## src/rtl/alu_pkg.sv

```systemverilog
// rtl/alu_pkg.sv - shared ALU operation encoding and request record
package alu_pkg;

  localparam int ALU_N = 32;

  typedef enum logic [1:0] {
    ALU_ADD = 2'b00,
    ALU_SUB = 2'b01,
    ALU_AND = 2'b10,
    ALU_OR  = 2'b11
  } alu_op_e;

  typedef struct packed {
    logic [ALU_N-1:0] op_a;
    logic [ALU_N-1:0] op_b;
    alu_op_e          sel;
  } alu_req_t;

endpackage

```

## src/rtl/alu_req_fifo.sv

```systemverilog
// rtl/alu_req_fifo.sv - synchronous request FIFO holding alu_req_t entries
module alu_req_fifo
  import alu_pkg::*;
#(
  parameter int DEPTH = 4
) (
  input  logic                       clk,
  input  logic                       rst_n,
  input  logic                       i_push,
  input  alu_req_t                   i_req,
  input  logic                       i_pop,
  output alu_req_t                   o_head,
  output logic [$clog2(DEPTH):0]     o_count,
  output logic                       o_full,
  output logic                       o_empty
);

  localparam int PTR_W = $clog2(DEPTH);
  localparam int CNT_W = PTR_W + 1;

  alu_req_t           r_mem [DEPTH];
  logic [PTR_W-1:0]   r_wr_ptr;
  logic [PTR_W-1:0]   r_rd_ptr;
  logic [CNT_W-1:0]   r_count;

  logic w_do_push;
  logic w_do_pop;

  // Pointers wrap naturally at DEPTH; occupancy alone tells full from empty.
  assign o_full    = (r_count == CNT_W'(DEPTH));
  assign o_empty   = (r_count == '0);
  assign w_do_push = i_push && !o_full;
  assign w_do_pop  = i_pop && !o_empty;
  assign o_head    = r_mem[r_rd_ptr];
  assign o_count   = r_count;

  // Entry storage: payload only, no reset needed since count gates visibility.
  always_ff @(posedge clk) begin
    if (w_do_push) begin
      r_mem[r_wr_ptr] <= i_req;
    end
  end

  // Pointer and occupancy bookkeeping; push+pop leaves count unchanged.
  always_ff @(posedge clk) begin
    if (!rst_n) begin
      r_wr_ptr <= '0;
      r_rd_ptr <= '0;
      r_count  <= '0;
    end else begin
      if (w_do_push) begin
        r_wr_ptr <= r_wr_ptr + PTR_W'(1);
      end
      if (w_do_pop) begin
        r_rd_ptr <= r_rd_ptr + PTR_W'(1);
      end
      case ({w_do_push, w_do_pop})
        2'b10:   r_count <= r_count + CNT_W'(1);
        2'b01:   r_count <= r_count - CNT_W'(1);
        default: r_count <= r_count;
      endcase
    end
  end

endmodule

```

## src/rtl/alu_issue_stage.sv

```systemverilog
// rtl/alu_issue_stage.sv - request FIFO, external ALU drive and registered result slot
module alu_issue_stage
  import alu_pkg::*;
#(
  parameter int N     = 32,
  parameter int DEPTH = 4
) (
  input  logic                   clk,
  input  logic                   rst_n,
  input  logic                   in_valid,
  output logic                   in_ready,
  input  logic [N-1:0]           in_op_a,
  input  logic [N-1:0]           in_op_b,
  input  logic [1:0]             in_sel,
  output logic [N-1:0]           alu_op_a,
  output logic [N-1:0]           alu_op_b,
  output logic [1:0]             alu_sel,
  input  logic [N-1:0]           alu_result,
  output logic                   out_valid,
  input  logic                   out_ready,
  output logic [N-1:0]           out_result,
  output logic [1:0]             out_sel,
  output logic                   out_zero,
  output logic                   out_neg,
  output logic [$clog2(DEPTH):0] count
);

  alu_req_t               w_req;
  alu_req_t               w_head;
  logic                   w_full;
  logic                   w_empty;
  logic                   w_push;
  logic                   w_load;
  logic [$clog2(DEPTH):0] w_count;

  logic                   r_out_valid;
  logic [N-1:0]           r_out_result;
  logic [1:0]             r_out_sel;
  logic                   r_out_zero;
  logic                   r_out_neg;

  // in_ready looks only at registered occupancy so it never combinationally
  // depends on out_ready; a full FIFO refuses even when popping this cycle.
  assign in_ready = !w_full;
  assign w_push   = in_valid && in_ready;
  assign w_load   = !w_empty && (!r_out_valid || out_ready);

  assign w_req.op_a = in_op_a;
  assign w_req.op_b = in_op_b;
  assign w_req.sel  = alu_op_e'(in_sel);

  alu_req_fifo #(
    .DEPTH (DEPTH)
  ) u_fifo (
    .clk     (clk),
    .rst_n   (rst_n),
    .i_push  (w_push),
    .i_req   (w_req),
    .i_pop   (w_load),
    .o_head  (w_head),
    .o_count (w_count),
    .o_full  (w_full),
    .o_empty (w_empty)
  );

  // Head entry goes straight to the ALU; zeros when idle so the ALU inputs are quiet.
  always_comb begin
    alu_op_a = '0;
    alu_op_b = '0;
    alu_sel  = 2'b00;
    if (!w_empty) begin
      alu_op_a = w_head.op_a;
      alu_op_b = w_head.op_b;
      alu_sel  = w_head.sel;
    end
  end

  // Result slot: capture on load, drain on accept, otherwise hold stable.
  always_ff @(posedge clk) begin
    if (!rst_n) begin
      r_out_valid  <= 1'b0;
      r_out_result <= '0;
      r_out_sel    <= 2'b00;
      r_out_zero   <= 1'b0;
      r_out_neg    <= 1'b0;
    end else if (w_load) begin
      r_out_valid  <= 1'b1;
      r_out_result <= alu_result;
      r_out_sel    <= w_head.sel;
      r_out_zero   <= (alu_result == '0);
      r_out_neg    <= alu_result[N-1];
    end else if (r_out_valid && out_ready) begin
      r_out_valid  <= 1'b0;
    end
  end

  assign out_valid  = r_out_valid;
  assign out_result = r_out_result;
  assign out_sel    = r_out_sel;
  assign out_zero   = r_out_zero;
  assign out_neg    = r_out_neg;
  assign count      = w_count;

endmodule

```

## config.mk

```make
export PLATFORM = sky130hd
export DESIGN_NAME = alu_issue_stage
export DESIGN_NICKNAME = d
export VERILOG_FILES = /design/src/rtl/alu_pkg.sv /design/src/rtl/alu_req_fifo.sv /design/src/rtl/alu_issue_stage.sv
export SDC_FILE = /design/constraint.sdc
export NUM_CORES = 1
export LEC_CHECK = 0
export BUFFER_PORTS_ARGS = -buffer_cell sky130_fd_sc_hd__buf_2
export CORE_AREA = 2 2 156 158
export CTS_CLUSTER_DIAMETER = 60
export DETAILED_ROUTE_END_ITERATION = 6
export DIE_AREA = 0 0 158 160
export PLACE_DENSITY = 0.82
export RECOVER_POWER = 25
export SLEW_MARGIN = 5
export SYNTH_ARGS = -nofsm -noshare
export SYNTH_HDL_FRONTEND = slang
export SYNTH_SLANG_ARGS = --single-unit
```

## constraint.sdc

```tcl
create_clock -name clk -period 3.9 [get_ports clk]
set_clock_uncertainty 0.1 [all_clocks]
set_input_delay 0.78 -clock clk [delete_from_list [all_inputs] [get_ports clk]]
set_output_delay 0.78 -clock clk [all_outputs]
set_load 0.05 [all_outputs]
```

Yosys cells after proc, flatten, opt, wreduce, memory -nomap -nowiden:

Memories as Yosys holds them, arrays and structs flattened. A register that Yosys moved wholly into a read port is not among the register bits.
Cells that the tools add are included.

* add/sub/neg operators: 4
* eq/ne operators: 3
* multiplexer cells: 10
* reductions and logical operators: 13

Operators by type and width (count)
* two-way mux 32 bit: 2
* zero test 32 bit: 1
* two-way mux 2 bit: 3
* case mux 3 bit (2 select lines): 1
* logical AND 1 bit: 5
* adder 2 x 1 -> 2 bit (second input constant): 2
* two-way mux 1 bit: 4
* nonzero test 2 bit: 2
* adder 3 x 1 -> 3 bit (second input constant): 1
* == test 3 bit (second input constant): 1
* zero test 1 bit: 3
* zero test 3 bit: 1
* subtractor 3 x 1 -> 3 bit (second input constant): 1
* == test 2 x 1 -> 1 bit (second input constant): 1
* == test 2 bit (second input constant): 1
* logical OR 1 bit: 1

* bits in registers: 44
* RAM bits: 264
* output and inout bits: 107
* word-level logic and storage cells: 39
* memories: 1

Memories
* u_fifo.r_mem: words 4, width 66, read ports 1, clocked after Yosys merged registers in 1, wr ports 1, line alu_req_fifo.sv:21 `alu_req_t r_mem [DEPTH];`

Logic depth before layout (Yosys ltp):

Gate-level depths: netlist of run 1.

* word-level depth: 6
* gate-level depth with buffers: 10
* mapped depth without buffers: 8

Hierarchy:

A second synthesis of run 1 with hierarchy kept.

* cells, all modules: 640
* area, all modules: 11846.4 µm²

By module, submodules not included
* alu_req_fifo: times used 1, cells an instance 398, area an instance 10007.1 µm², seq. area each 8107.8 µm²
* alu_issue_stage: times used 1, cells an instance 242, area an instance 1839.3 µm², seq. area each 720.7 µm²

Least setup slack after synthesis of run 1:

OpenSTA, ideal clock, no wires.

* path type: reg-to-reg
* from: register u_fifo.r_count[0] (netlist: u_fifo.o_count[0])
* to: memory u_fifo.r_mem[0][0] (netlist name) (enable)
* library setup time: 432 ps
* arrival: 2851 ps
* required time: 3368 ps
* path slack: 518 ps
* cell stages (with the launch flop): 4
* buffers on the path: 1
* clock period less this slack: 3382 ps
* cell sequence: dfxtp_1 or3b_1 buf_2 and3_1

* longest elaborated chain between the ends: 6

RTL lines
* start: declaration: line alu_req_fifo.sv:24 `logic [CNT_W-1:0] r_count;`
* start signal: assignment: line alu_req_fifo.sv:58 `2'b10: r_count <= r_count + CNT_W'(1);`
* start signal: assignment: line alu_req_fifo.sv:59 `2'b01: r_count <= r_count - CNT_W'(1);`
* start signal: assignment: line alu_req_fifo.sv:60 `default: r_count <= r_count;`
* == test 3 bit *: line alu_req_fifo.sv:30 `assign o_full = (r_count == CNT_W'(DEPTH));`
* zero test 1 bit *: line alu_issue_stage.sv:44 `assign in_ready = !w_full;`
* via in_ready: line alu_issue_stage.sv:11 `output logic in_ready,`
* logical AND 1 bit: line alu_issue_stage.sv:45 `assign w_push = in_valid && in_ready;`
* logical AND 1 bit *: line alu_req_fifo.sv:32 `assign w_do_push = i_push && !o_full;`
* two-way mux 1 bit *: line alu_req_fifo.sv:39 `if (w_do_push) begin`
* two-way mux 1 bit (not written as such) *: line alu_req_fifo.sv:40 `r_mem[r_wr_ptr] <= i_req;`
* end: declaration: line alu_req_fifo.sv:21

The timed path passes the listed nets; every way through them passes the cells marked *.

==> summary.txt, run 1 <==
Logic synthesis
  – Mean cell area of the mapped netlist: 18.3 um^2
  – Yosys top cell by area: sky130_fd_sc_hd__edfxtp_1
  – Synthesized cell area: 11900 um^2
  – Syn. warnings: 0
  – Number of nets produced by synthesis: 756
  – Area share of the largest cell type after synthesis: 0.669
  – Number of enable-type register cells in the synthesized netlist: 264
  – Cell types with the largest area share after synthesis: sky130_fd_sc_hd__edfxtp_1 (67%), sky130_fd_sc_hd__mux4_2 (13%), sky130_fd_sc_hd__dfxtp_1 (7.6%), sky130_fd_sc_hd__and2_1 (3.5%), sky130_fd_sc_hd__a21oi_1 (1.8%)
  – Share of the yosys chip area belonging to registers: 0.745
  – Cell count after synthesis: 648
  – Top-count cell post-synth: sky130_fd_sc_hd__edfxtp_1
  – Share of synthesized flip-flops with an asynchronous set or reset: 0
  – Dominant synthesized flop cell: sky130_fd_sc_hd__edfxtp_1
  – Ranking of synthesized cells by instance count: sky130_fd_sc_hd__edfxtp_1 (264), sky130_fd_sc_hd__and2_1 (66), sky130_fd_sc_hd__mux4_2 (66), sky130_fd_sc_hd__dfxtp_1 (45), sky130_fd_sc_hd__a21oi_1 (42)
  – Post-synthesis sequential element count: 309
  – Number of distinct library cells after synthesis: 32

Die
  – X dimension of the die: 158 um
  – Floorplan Core Area: 23800 um^2
  – Total die area: 25300 um^2
  – Core Rows: 57
  – Number of placed I/O pins: 209
  – Height of the chip: 160 um
  – Starting density of the core: 0.498

Global routing
  – Remaining Overflow, GRT: 0
  – Vias in the first global route: 6803
  – Antenna violations before repair: 2
  – Met3 track utilization from global routing: 0.0483
  – Grt met2 use: 0.323
  – Met1 track demand over resource: 0.246
  – Global-route wire length before repair: 37100 um
  – All-layer global routing usage: 0.191
  – Pin count of the biggest net entering global routing: 85
  – Grt peak-use layer: met2

CTS
  – Buffer levels on the longest clock path: 3
  – Number of cells upsized or downsized after cts: 0
  – Clock tree from TritonCTS: built
  – Clk slew on worst S/H paths: 60 ps
  – Clk Latency, worst-skew pair: 540 ps
  – Number of H-tree levels: 1
  – Number of sinks handled by clock tree synthesis: 309
  – CTS buffer count: 31
  – CTS Root Buffer Type: sky130_fd_sc_hd__clkbuf_16
  – Hold buffers post-CTS: 0
  – Number of buffers inserted by post-CTS setup repair: 0

STA
  – Slew at the pin closest to its max-slew limit: 1070 ps
  – Max-slew headroom: 0.288
  – Final Setup Violations: 0
  – Least setup slack across all paths after layout: 610 ps
  – Count of final max-slew check failures: 0
  – Sum of negative setup slack: 0 ps
  – Top achievable clock speed: 304 MHz
  – RSZ-0062 raised after global routing: false
  – Min Tclk post-route: 3290 ps
  – Portion of the clock cycle consumed by the worst path in the final layout: 0.844
  – Final hold vios: 0

Flow run
  – Maximum capacitance violations: 0

Status
  – Status: complete, no violations

Power
  – Design internal power: 7050 uW
  – Static leakage power: 0.00491 uW
  – Worst supply voltage drop on vdd: 0.000453 V
  – Gate power share: 0.400
  – NetSw: 4740 uW
  – Sequential Power Share: 0.359
  – Switching power share of the total: 0.402
  – Power per standard cell area: 834 nW/um^2
  – Clk network pwr share: 0.240

Detailed routing
  – Remaining design rule violation count: 0
  – Number of optimization iterations in the first detailed-route pass: 4
  – Routed len/inst: 20.2 um
  – DRT Wirelength: 24300 um
  – First-iteration detailed-routing DRC count: 591
  – Avg Vias per Cell: 5.49
  – Remaining antenna violation count: 0
  – Vias: 6608

Layout
  – Post-route standard cell area excluding fillers: 14100 um^2
  – Sequential standard cell area: 8840 um^2
  – Number of nets at the end of the flow: 963
  – Synth-to-Final Area Change: 19.2%
  – Number of fill cells: 1816
  – Final Core Density: 0.593
  – Total area of multi-input combinational cells: 2810 um^2
  – Non-filler cells, final: 1203
  – Share of post-route cells with drive strength above 1: 0.325

Critical path
  – Endpoint class of the critical path: output pin
  – Delay-heaviest family, CP: flip-flops
  – Peak per-stage delay on the critical path: 560 ps
  – Type of the worst setup path: reg2out
  – Critical path arrival: 2410 ps
  – Cell type of the slowest stage on the worst timing path: sky130_fd_sc_hd__dfxtp_4
  – Buf/Inv on CP: 2
  – Setup crit start kind: flop
  – Largest fanout of any net on the critical path: 35
  – Critical-path cell list: buf_12, mux4_2, and2_1, buf_2
  – Worst EP required: 3020 ps

Placed design
  – Pre-CTS WS: 1130 ps
  – Placed instance area: 13200 um^2
  – Number of cells in the design after placement: 1146
  – Half-perimeter wire length after detailed placement: 14400 um
  – GP Congestion: 0.752
  – I/O Buffers: 208

Min path
  – Class of the most critical hold timing path: in2reg
## layer usage
layer  vias to the layer above  part of all wire  routed length, um
met4                         2             0.026                630
met3                        46             0.073               1780
met5                         -           0.00049                 12
met2                       245              0.51              12300
met1                      3336              0.39               9590
li1                       2979                 -                  -
## cell type report
class / instances / area share
inverters: 7 / 0.00186
clock inverters: 20 / 0.0128
diodes: 1 / 0.000177
repair buffers: 218 / 0.0763
clock buffers: 36 / 0.0562
flip-flops and latches: 309 / 0.625
multi-input cells: 288 / 0.199
well taps: 324 / 0.0287
## worst paths after layout
kind / start / end / slack [ps] / cells past startpoint
max: flop / alu_op_b[12] / 610 / 4
min: in_op_a[31] / u_fifo.r_mem[1][65] / 350 / 1
max reg2reg: u_fifo.o_count[2] / u_fifo.o_count[2] / 1390 / 8
min reg2reg: out_result[11] / out_result[11] / 370 / 2
## power by group through the flow
stage	clock [uW]	combinational [uW]	sequential, uW
after global routing	3020	4990	4280
after global placement	0	4720	4290
after detailed placement	0	4760	4310
final	2830	4720	4240
after CTS	2890	4780	4240
after floorplan	0	3300	4670
## cell usage in the layout, fill, tap and decap left out, drive strengths merged
| master | instances |
|---|---|
| or3 | 2 |
| nor4b | 1 |
| dfxtp | 45 |
| nor3 | 2 |
| a21oi | 42 |
| clkinvlp | 1 |
| fa | 1 |
| nand2 | 1 |
| nor2b | 1 |
| mux4 | 66 |
| xor2 | 2 |
| ha | 5 |
| nand3 | 38 |
| a21o | 2 |
| diode | 1 |
| nor4 | 6 |
| inv | 8 |
| or3b | 1 |
| edfxtp | 264 |
| o211ai | 1 |
| or4 | 1 |
| nand4 | 2 |
| o31ai | 2 |
| bufinv | 3 |
| buf | 168 |
| nand2b | 1 |
| clkinv | 15 |
| clkbuf | 86 |
| o21ai | 36 |
| and3 | 4 |
| nor2 | 5 |
| and2 | 66 |
## kinds of logic after synthesis
kind of cell,synth area share
buffers and inverters,0.0214
XOR/XNOR,0.00148
flip-flops,0.745
adder cells (fa/ha/maj),0.00696
multiplexers,0.125
AND/OR/NAND/NOR,0.0642
AO/OA/AOI/OAI,0.0361
## state kept, by name, indices dropped and copies added, names as in the netlist, named ones only
register / count
out_sel: 2
u_fifo.r_wr_ptr: 2
u_fifo.r_rd_ptr: 2
out_zero: 1
out_result: 32
out_valid: 1
u_fifo.o_count: 3
u_fifo.r_mem: 264
## per-stage QoR
stage               total power [uW]  hold slack, ps
finish                         11800             349
floorplan                       7970             353
detailed placement              9070             365
CTS                            11900             313
global route                   12300             340
global placement                9010             351
Note: power is estimated with default switching activity, not from simulation.
==> run 2: changes to the inputs <==
==> constraint.sdc (replaced) <==
create_clock -name clk -period 3.12 [get_ports clk]
set_clock_uncertainty 0.1 [all_clocks]
set_input_delay 0.624 -clock clk [delete_from_list [all_inputs] [get_ports clk]]
set_output_delay 0.624 -clock clk [all_outputs]
set_load 0.05 [all_outputs]
==> run 2 against run 1 <==
Net effect: combinational power is 29% higher; core utilization increased by 1.1 points; via count rose by 1.9%; register-to-register slack worse by 760 ps; critical path type unchanged; largest cell class unchanged; highest routed layer unchanged.
==> summary.txt, run 2 (synthesized netlist as in run 1, its figures left out) <==
Layout
  – Leading cell types in the layout, fill and taps excluded: sky130_fd_sc_hd__edfxtp_1 (264), sky130_fd_sc_hd__buf_2 (162), sky130_fd_sc_hd__mux4_2 (66), sky130_fd_sc_hd__and2_1 (66), sky130_fd_sc_hd__clkbuf_1 (49) (was sky130_fd_sc_hd__edfxtp_1 (264), sky130_fd_sc_hd__buf_2 (158), sky130_fd_sc_hd__mux4_2 (66), sky130_fd_sc_hd__and2_1 (66), sky130_fd_sc_hd__clkbuf_1 (55))
  – Number of nets at the end of the flow: 973 (was 963)
  – Synth-to-Final Area Change: 21.3% (was 19.2%)
  – Register with the most flip-flops: u_fifo.r_mem (unchanged)
  – Number of flip-flops in the largest register: 264 (unchanged)
  – Share of post-route cells with drive strength above 1: 0.349 (was 0.325)
  – Number of diodes added for antenna fixing: 0 (was 1)
  – Number of fill cells: 1777 (was 1816)
  – Final Core Density: 0.604 (was 0.593)
  – Leading cell type in the layout, fill and taps excluded: sky130_fd_sc_hd__edfxtp_1 (unchanged)

CTS
  – Clk Latency, worst-skew pair: 540 ps (about the same)
  – Hold buffers post-CTS: 0 (unchanged)
  – Buffer levels on the longest clock path: 3 (unchanged)
  – CTS Root Buffer Type: sky130_fd_sc_hd__clkbuf_16 (unchanged)
  – Number of sinks handled by clock tree synthesis: 309 (unchanged)
  – Clock tree from TritonCTS: built (unchanged)
  – Number of H-tree levels: 1 (unchanged)
  – Clk slew on worst S/H paths: 60 ps (about the same)
  – CTS buffer count: 31 (unchanged)

Critical path
  – Largest fanout of any net on the critical path: 26 (was 35)
  – Type of the worst setup path: reg2out (unchanged)
  – Cell type of the slowest stage on the worst timing path: sky130_fd_sc_hd__mux4_2 (was sky130_fd_sc_hd__dfxtp_4)
  – Endpoint class of the critical path: output pin (unchanged)
  – Setup crit start kind: flop (unchanged)
  – Peak per-stage delay on the critical path: 550 ps (was 560 ps)
  – Critical path arrival: 2150 ps (was 2410 ps)
  – Critical-path cell list: buf_12, mux4_2, and2_1, buf_2 (unchanged)
  – Worst EP required: 2400 ps (was 3020 ps)
  – Setup slack, reg-to-reg: 630 ps (was 1390 ps)

Global routing
  – Global-route wire length before repair: 36500 um (was 37100 um)
  – Vias in the first global route: 6834 (was 6803)
  – Pin count of the biggest net entering global routing: 43 (was 85)
  – All-layer global routing usage: 0.190 (was 0.191)
  – Remaining Overflow, GRT: 0 (unchanged)
  – Antenna violations before repair: 1 (was 2)

Detailed routing
  – Remaining design rule violation count: 0 (unchanged)
  – Vias: 6731 (was 6608)
  – DRT Wirelength: 24500 um (was 24300 um)
  – Avg Vias per Cell: 5.54 (was 5.49)
  – Routed len/inst: 20.2 um (about the same)
  – Number of optimization iterations in the first detailed-route pass: 5 (was 4)
  – Remaining antenna violation count: 0 (unchanged)
  – First-iteration detailed-routing DRC count: 602 (was 591)

STA
  – Top achievable clock speed: 348 MHz
  – Sum of negative setup slack: 0 ps (unchanged)
  – Least setup slack across all paths after layout: 243 ps (was 610 ps)
  – Max-slew headroom: 0.461 (was 0.288)
  – Count of final max-slew check failures: 0 (unchanged)
  – Slew at the pin closest to its max-slew limit: 809 ps (was 1070 ps)
  – Final hold vios: 0 (unchanged)
  – RSZ-0062 raised after global routing: false (unchanged)
  – Portion of the clock cycle consumed by the worst path in the final layout: 0.922
  – Final Setup Violations: 0 (unchanged)
  – Min Tclk post-route: 2880 ps

Die
  – Starting density of the core: 0.498 (unchanged)
  – Height of the chip: 160 um (unchanged)
  – X dimension of the die: 158 um (unchanged)
  – Total die area: 25300 um^2 (unchanged)
  – Number of placed I/O pins: 209 (unchanged)
  – Floorplan Core Area: 23800 um^2 (unchanged)
  – Core Rows: 57 (unchanged)

Min path
  – Class of the most critical hold timing path: in2reg (unchanged)

Placed design
  – I/O Buffers: 208 (unchanged)
  – Half-perimeter wire length after detailed placement: 15300 um (was 14400 um)
  – GP Congestion: 0.725 (was 0.752)
  – Pre-CTS WS: 616 ps (was 1130 ps)

Flow run
  – Maximum capacitance violations: 0 (unchanged)

Power
  – Static leakage power: 0.00502 uW (was 0.00491 uW)
  – Total power consumption of the routed design: 15100 uW (was 11800 uW)
  – Power per standard cell area: 1050 nW/um^2 (was 834 nW/um^2)
  – Worst supply voltage drop on vdd: 0.000636 V (was 0.000453 V)

Status
  – Status: complete, no violations (unchanged)
-- run 2: changes by cell type in the layout (fill, tap and decap cells not counted), sizes merged --
cell	delta
bufinv	+1
clkinv	-6
inv	-1
clkbuf	-4
clkinvlp	+8
buf	+14
diode	-1
-- run 2: per-layer routing --
metal  GRT usage  share of wire  vias to the layer above
met2       0.333           0.52                      289
met5           0        0.00053                        -
met4      0.0618          0.023                        2
met3      0.0377          0.068                       45
li1            -              -                     2989
met1       0.236           0.39                     3406
-- run 2: stage by stage --
step / hold WS, ps / cell area, um^2 / instances
6_report: 202 / 14400 / 1214
5_1_grt: 185 / 14400 / 1214
4_1_cts: 158 / 14400 / 1212
3_5_place_dp: 363 / 13400 / 1154
3_3_place_gp: 356 / 13400 / 1154
2_1_floorplan: 353 / 11900 / 648
-- run 2: final timing paths --
kind	from	endpoint	depth (start not counted)
min	in_op_a[15]	u_fifo.r_mem[0][49]	1
min reg2reg	out_result[4]	out_result[4]	2
max reg2reg	u_fifo.o_count[2]	u_fifo.o_count[2]	8
max	flop	alu_op_b[7]	4
-- run 2: report_power, final --
| part | internal, uW | total (uW) | switching [uW] |
|---|---|---|---|
| Combinational | 1830 | 6110 | 4280 |
| Sequential | 5030 | 5230 | 206 |
| Clock | 2210 | 3750 | 1530 |
-- run 2: critical path, delay by kind of cell (launching register included) --
family                 cells  cell delay, ps
buffers and inverters      2             450
muxes                      1             550
and+or+nand+nor            1             190
DFF                        1             400
-- run 2: cell type report --
| cell class | count | area (um^2) | area share |
|---|---|---|---|
| tap | 324 | 405 | 0.0282 |
| clock inverter | 22 | 244 | 0.0170 |
| multi-input combinational | 288 | 2810 | 0.195 |
| timing repair buffer | 228 | 1250 | 0.0871 |
| clock buffer | 36 | 815 | 0.0566 |
| sequential | 309 | 8840 | 0.614 |
| inverter | 7 | 26.3 | 0.00183 |
-- run 2: what timing repair did --
item | CTS | global route
gates resized for setup | 0 | 1
endpoints found under the setup margin | 0 | 26
buffers inserted | 0 | 2
==> run 3: changes to the inputs <==
--- a/config.mk
+++ b/config.mk
@@ -5,11 +5,12 @@
 export SDC_FILE = /design/constraint.sdc
 export NUM_CORES = 1
 export LEC_CHECK = 0
+export ABC_AREA = 1
 export BUFFER_PORTS_ARGS = -buffer_cell sky130_fd_sc_hd__buf_2
-export CORE_AREA = 2 2 156 158
+export CORE_AREA = 2 2 157 159
 export CTS_CLUSTER_DIAMETER = 60
 export DETAILED_ROUTE_END_ITERATION = 6
-export DIE_AREA = 0 0 158 160
+export DIE_AREA = 0 0 159 161
 export PLACE_DENSITY = 0.82
 export RECOVER_POWER = 25
 export SLEW_MARGIN = 5
==> constraint.sdc (replaced) <==
create_clock -name clk -period 3.7 [get_ports clk]
set_clock_uncertainty 0.1 [all_clocks]
set_input_delay 0.74 -clock clk [delete_from_list [all_inputs] [get_ports clk]]
set_output_delay 0.74 -clock clk [all_outputs]
set_load 0.05 [all_outputs]
==> run 3 against run 2 <==
Net effect: core utilization down 1.1 points; largest power group unchanged; cell area down 1.2%; flip-flop and latch count unchanged; critical path depth up 1; synthesized cell count up 57%; non-clock buffer count down 6; register-to-register slack better by 850 ps; combinational power down 8.2%; final cell count up 28%.
==> summary.txt, run 3 <==
Critical path
  – Capture point of the worst reg-to-reg path: u_fifo.o_count[2] (unchanged)
  – Cell type of the slowest stage on the worst timing path: sky130_fd_sc_hd__buf_4 (was sky130_fd_sc_hd__mux4_2)
  – Peak per-stage delay on the critical path: 640 ps (was 550 ps)
  – Type of the worst setup path: reg2out (unchanged)
  – Endpoint class of the critical path: output pin (unchanged)
  – Delay-heaviest family, CP: buffers and inverters (was multiplexers)
  – Buf/Inv on CP: 2 (unchanged)
  – Largest fanout of any net on the critical path: 66 (was 26)
  – Worst Reg-to-Reg Cells: 10 (was 8)
  – Critical path arrival: 2420 ps (was 2150 ps)
  – Setup slack, reg-to-reg: 1480 ps (was 630 ps)
  – Worst EP required: 2860 ps (was 2400 ps)
  – Launch instance of the worst register-to-register path: u_fifo.o_count[1] (was u_fifo.o_count[2])
  – Critical-path cell list: buf_4, o21ai_0, o22a_1, nor2_1, buf_2 (was buf_12, mux4_2, and2_1, buf_2)
  – Setup crit start kind: flop (unchanged)

CTS
  – Clk slew on worst S/H paths: 60 ps (about the same)
  – Hold buffers post-CTS: 0 (unchanged)
  – CTS buffer count: 31 (unchanged)
  – Number of cells upsized or downsized after cts: 0 (unchanged)
  – Number of buffers inserted by post-CTS setup repair: 0 (unchanged)
  – Buffer levels on the longest clock path: 3 (unchanged)
  – Number of sinks handled by clock tree synthesis: 309 (unchanged)
  – CTS Root Buffer Type: sky130_fd_sc_hd__clkbuf_16 (unchanged)
  – Clk Latency, worst-skew pair: 540 ps (about the same)
  – Clock tree from TritonCTS: built (unchanged)
  – Number of H-tree levels: 1 (unchanged)

Layout
  – Final Core Density: 0.593 (was 0.604)
  – Non-filler cells, final: 1558 (was 1214)
  – Number of diodes added for antenna fixing: 0 (unchanged)
  – Number of nets at the end of the flow: 1318 (was 973)
  – Register with the most flip-flops: u_fifo.r_mem (unchanged)
  – Number of flip-flops in the largest register: 264 (unchanged)
  – Leading cell types in the layout, fill and taps excluded: sky130_fd_sc_hd__nor2_1 (338), sky130_fd_sc_hd__edfxtp_1 (264), sky130_fd_sc_hd__buf_2 (161), sky130_fd_sc_hd__o21ai_0 (115), sky130_fd_sc_hd__a21oi_1 (79) (was sky130_fd_sc_hd__edfxtp_1 (264), sky130_fd_sc_hd__buf_2 (162), sky130_fd_sc_hd__mux4_2 (66), sky130_fd_sc_hd__and2_1 (66), sky130_fd_sc_hd__clkbuf_1 (49))
  – Share of post-route cells with drive strength above 1: 0.191 (was 0.349)
  – Leading cell type in the layout, fill and taps excluded: sky130_fd_sc_hd__nor2_1 (was sky130_fd_sc_hd__edfxtp_1)
  – Synth-to-Final Area Change: 18.0% (was 21.3%)

STA
  – Hold_ws: 319 ps (was 202 ps)
  – Min Tclk post-route: 3260 ps
  – Sum of negative setup slack: 0 ps (unchanged)
  – Top achievable clock speed: 307 MHz
  – Slew at the pin closest to its max-slew limit: 825 ps (was 809 ps)
  – Count of final max-slew check failures: 0 (unchanged)
  – Max-slew headroom: 0.450 (was 0.461)
  – Portion of the clock cycle consumed by the worst path in the final layout: 0.880
  – RSZ-0062 raised after global routing: false (unchanged)
  – Final Setup Violations: 0 (unchanged)
  – Final hold vios: 0 (unchanged)

Logic synthesis
  – Number of distinct library cells after synthesis: 24 (was 32)
  – Share of synthesized flip-flops with an asynchronous set or reset: 0 (unchanged)
  – Cell types with the largest area share after synthesis: sky130_fd_sc_hd__edfxtp_1 (66%), sky130_fd_sc_hd__nor2_1 (11%), sky130_fd_sc_hd__dfxtp_1 (7.5%), sky130_fd_sc_hd__o21ai_0 (4.8%), sky130_fd_sc_hd__a21oi_1 (3.3%) (was sky130_fd_sc_hd__edfxtp_1 (67%), sky130_fd_sc_hd__mux4_2 (13%), sky130_fd_sc_hd__dfxtp_1 (7.6%), sky130_fd_sc_hd__and2_1 (3.5%), sky130_fd_sc_hd__a21oi_1 (1.8%))
  – Area share of and/or/nand/nor cells after synthesis: 0.112 (was 0.0642)
  – Area share of the largest cell type after synthesis: 0.659 (was 0.669)
  – Top-count cell post-synth: sky130_fd_sc_hd__nor2_1 (was sky130_fd_sc_hd__edfxtp_1)
  – Synthesized cell area: 12000 um^2 (was 11900 um^2)
  – Dominant synthesized flop cell: sky130_fd_sc_hd__edfxtp_1 (unchanged)
  – Main combinational cell family by area after synthesis: simple AND/OR/NAND/NOR gates (was multiplexers)
  – Mean cell area of the mapped netlist: 11.8 um^2 (was 18.3 um^2)
  – Ranking of synthesized cells by instance count: sky130_fd_sc_hd__nor2_1 (342), sky130_fd_sc_hd__edfxtp_1 (264), sky130_fd_sc_hd__o21ai_0 (115), sky130_fd_sc_hd__a21oi_1 (79), sky130_fd_sc_hd__o21ai_1 (59) (was sky130_fd_sc_hd__edfxtp_1 (264), sky130_fd_sc_hd__and2_1 (66), sky130_fd_sc_hd__mux4_2 (66), sky130_fd_sc_hd__dfxtp_1 (45), sky130_fd_sc_hd__a21oi_1 (42))
  – Multiplexer share of the synthesized area: 0 (was 0.125)
  – Complex-gate fraction of the synthesized area: 0.109 (was 0.0361)
  – Post-synthesis sequential element count: 309 (unchanged)
  – Yosys top cell by area: sky130_fd_sc_hd__edfxtp_1 (unchanged)
  – Area share of xor/xnor cells in the synthesized design: 0 (was 0.00148)
  – Number of nets produced by synthesis: 1125 (was 756)
  – Number of enable-type register cells in the synthesized netlist: 264 (unchanged)
  – Syn. warnings: 0 (unchanged)
  – Cell count after synthesis: 1017 (was 648)
  – Share of the yosys chip area belonging to registers: 0.733 (was 0.745)
  – Adder-cell share of the synthesized area: 0.00686 (was 0.00696)

Die
  – Starting density of the core: 0.502 (was 0.498)
  – Floorplan Core Area: 24000 um^2 (was 23800 um^2)
  – Total die area: 25600 um^2 (was 25300 um^2)
  – Core Rows: 57 (unchanged)
  – Height of the chip: 161 um (was 160 um)
  – Number of placed I/O pins: 209 (unchanged)
  – X dimension of the die: 159 um (was 158 um)

Flow run
  – Maximum capacitance violations: 0 (unchanged)

Detailed routing
  – Vias: 8273 (was 6731)
  – Remaining design rule violation count: 0 (unchanged)
  – First-iteration detailed-routing DRC count: 709 (was 602)
  – Routed len/inst: 17.0 um (was 20.2 um)
  – DRT Wirelength: 26500 um (was 24500 um)
  – Number of optimization iterations in the first detailed-route pass: 5 (unchanged)
  – Avg Vias per Cell: 5.31 (was 5.54)
  – Remaining antenna violation count: 0 (unchanged)

Power
  – Static leakage power: 0.00528 uW (was 0.00502 uW)
  – NetSw: 5820 uW (was 6020 uW)
  – Gate power share: 0.432 (was 0.405)
  – Power per standard cell area: 914 nW/um^2 (was 1050 nW/um^2)
  – Switching power share of the total: 0.448 (was 0.399)
  – Design internal power: 7160 uW (was 9070 uW)
  – Clk network pwr share: 0.222 (was 0.248)
  – Sequential Power Share: 0.346 (was 0.347)
  – Worst supply voltage drop on vdd: 0.000634 V (was 0.000636 V)

Min path
  – Class of the most critical hold timing path: in2reg (unchanged)
  – Worst Hold Depth: 1 (unchanged)
  – Hold path endpoint: u_fifo.r_mem[1][15] (was u_fifo.r_mem[0][49])
  – Hold path start: in_op_b[13] (was in_op_a[15])

Global routing
  – Pin count of the biggest net entering global routing: 133 (was 43)
  – Remaining Overflow, GRT: 0 (unchanged)
  – Global-route wire length before repair: 41400 um (was 36500 um)
  – All-layer global routing usage: 0.202 (was 0.190)
  – Vias in the first global route: 8132 (was 6834)
  – Antenna violations before repair: 1 (unchanged)

Placed design
  – Number of cells in the design after placement: 1501 (was 1154)
  – Half-perimeter wire length after detailed placement: 15200 um (was 15300 um)
  – I/O Buffers: 208 (unchanged)
  – GP Congestion: 0.780 (was 0.725)

Status
  – Status: complete, no violations (unchanged)
## run 3: cell types whose count changed after synthesis, moves of 5 or more
cell,before,now
sky130_fd_sc_hd__a21oi_1,42,79
sky130_fd_sc_hd__and2_1,66,0
sky130_fd_sc_hd__buf_2,14,22
sky130_fd_sc_hd__buf_4,2,8
sky130_fd_sc_hd__clkbuf_1,19,14
sky130_fd_sc_hd__clkbuf_2,0,7
sky130_fd_sc_hd__inv_1,6,21
sky130_fd_sc_hd__mux4_2,66,0
sky130_fd_sc_hd__nand2_1,1,9
sky130_fd_sc_hd__nand3_1,38,4
sky130_fd_sc_hd__nor2_1,5,342
sky130_fd_sc_hd__nor4_1,6,0
sky130_fd_sc_hd__o21ai_0,36,115
sky130_fd_sc_hd__o21ai_1,0,59
## run 3: power groups by stage
stage / clock, uW / sequential (uW) / combinational (uW)
global placement: 0 / 4530 / 5540
CTS: 2930 / 4490 / 5650
global route: 3060 / 4530 / 6010
floorplan: 0 / 5210 / 3710
detailed placement: 0 / 4550 / 5630
finish: 2880 / 4490 / 5610
## run 3: layer usage
layer	up-vias	part of all wire	wire (um)	global-route usage
met3	53	0.073	1920	0.0380
met5	-	0.00045	12	0
met2	347	0.50	13200	0.349
met1	3945	0.41	10900	0.260
li1	3926	-	-	-
met4	2	0.019	512	0.0632
## run 3: logic make-up (layout without fill, tap and decap cells)
family / count (synthesis) / count (layout)
AO/OA/AOI/OAI: 258 / 258
adder cells (fa/ha/maj): 6 / 6
buffers and inverters: 87 / 304
flip-flops: 309 / 309
AND/OR/NAND/NOR: 357 / 357
## run 3: how the worst max path moves through the flow
stage / from / to / slack, ps / cells past startpoint
global route: flop / alu_sel[1] / 240 / 5
finish: flop / alu_sel[1] / 440 / 5
global placement: flop / alu_sel[0] / 1040 / 5
CTS: flop / alu_sel[1] / 370 / 5
detailed placement: flop / alu_sel[1] / 950 / 5
floorplan: u_fifo.o_count[0] / u_fifo.r_mem[0][0] / -1060 / 4
## run 3: final cells by class
cell class	count	area (um^2)
well taps	324	405
fillers	1911	9750
clock buffers	42	842
multi-input cells	621	2780
repair buffers	222	1150
clock inverters	15	98.8
flip-flops and latches	309	8830
inverters	25	98.8
## run 3: per-stage QoR
step,worst slack (ps),cell area (um^2),power (uW)
after floorplan,-1060,12000,8930
after global placement,1040,13300,10100
after detailed placement,949,13300,10200
after CTS,368,14300,13100
after global routing,237,14200,13600
final,443,14200,13000
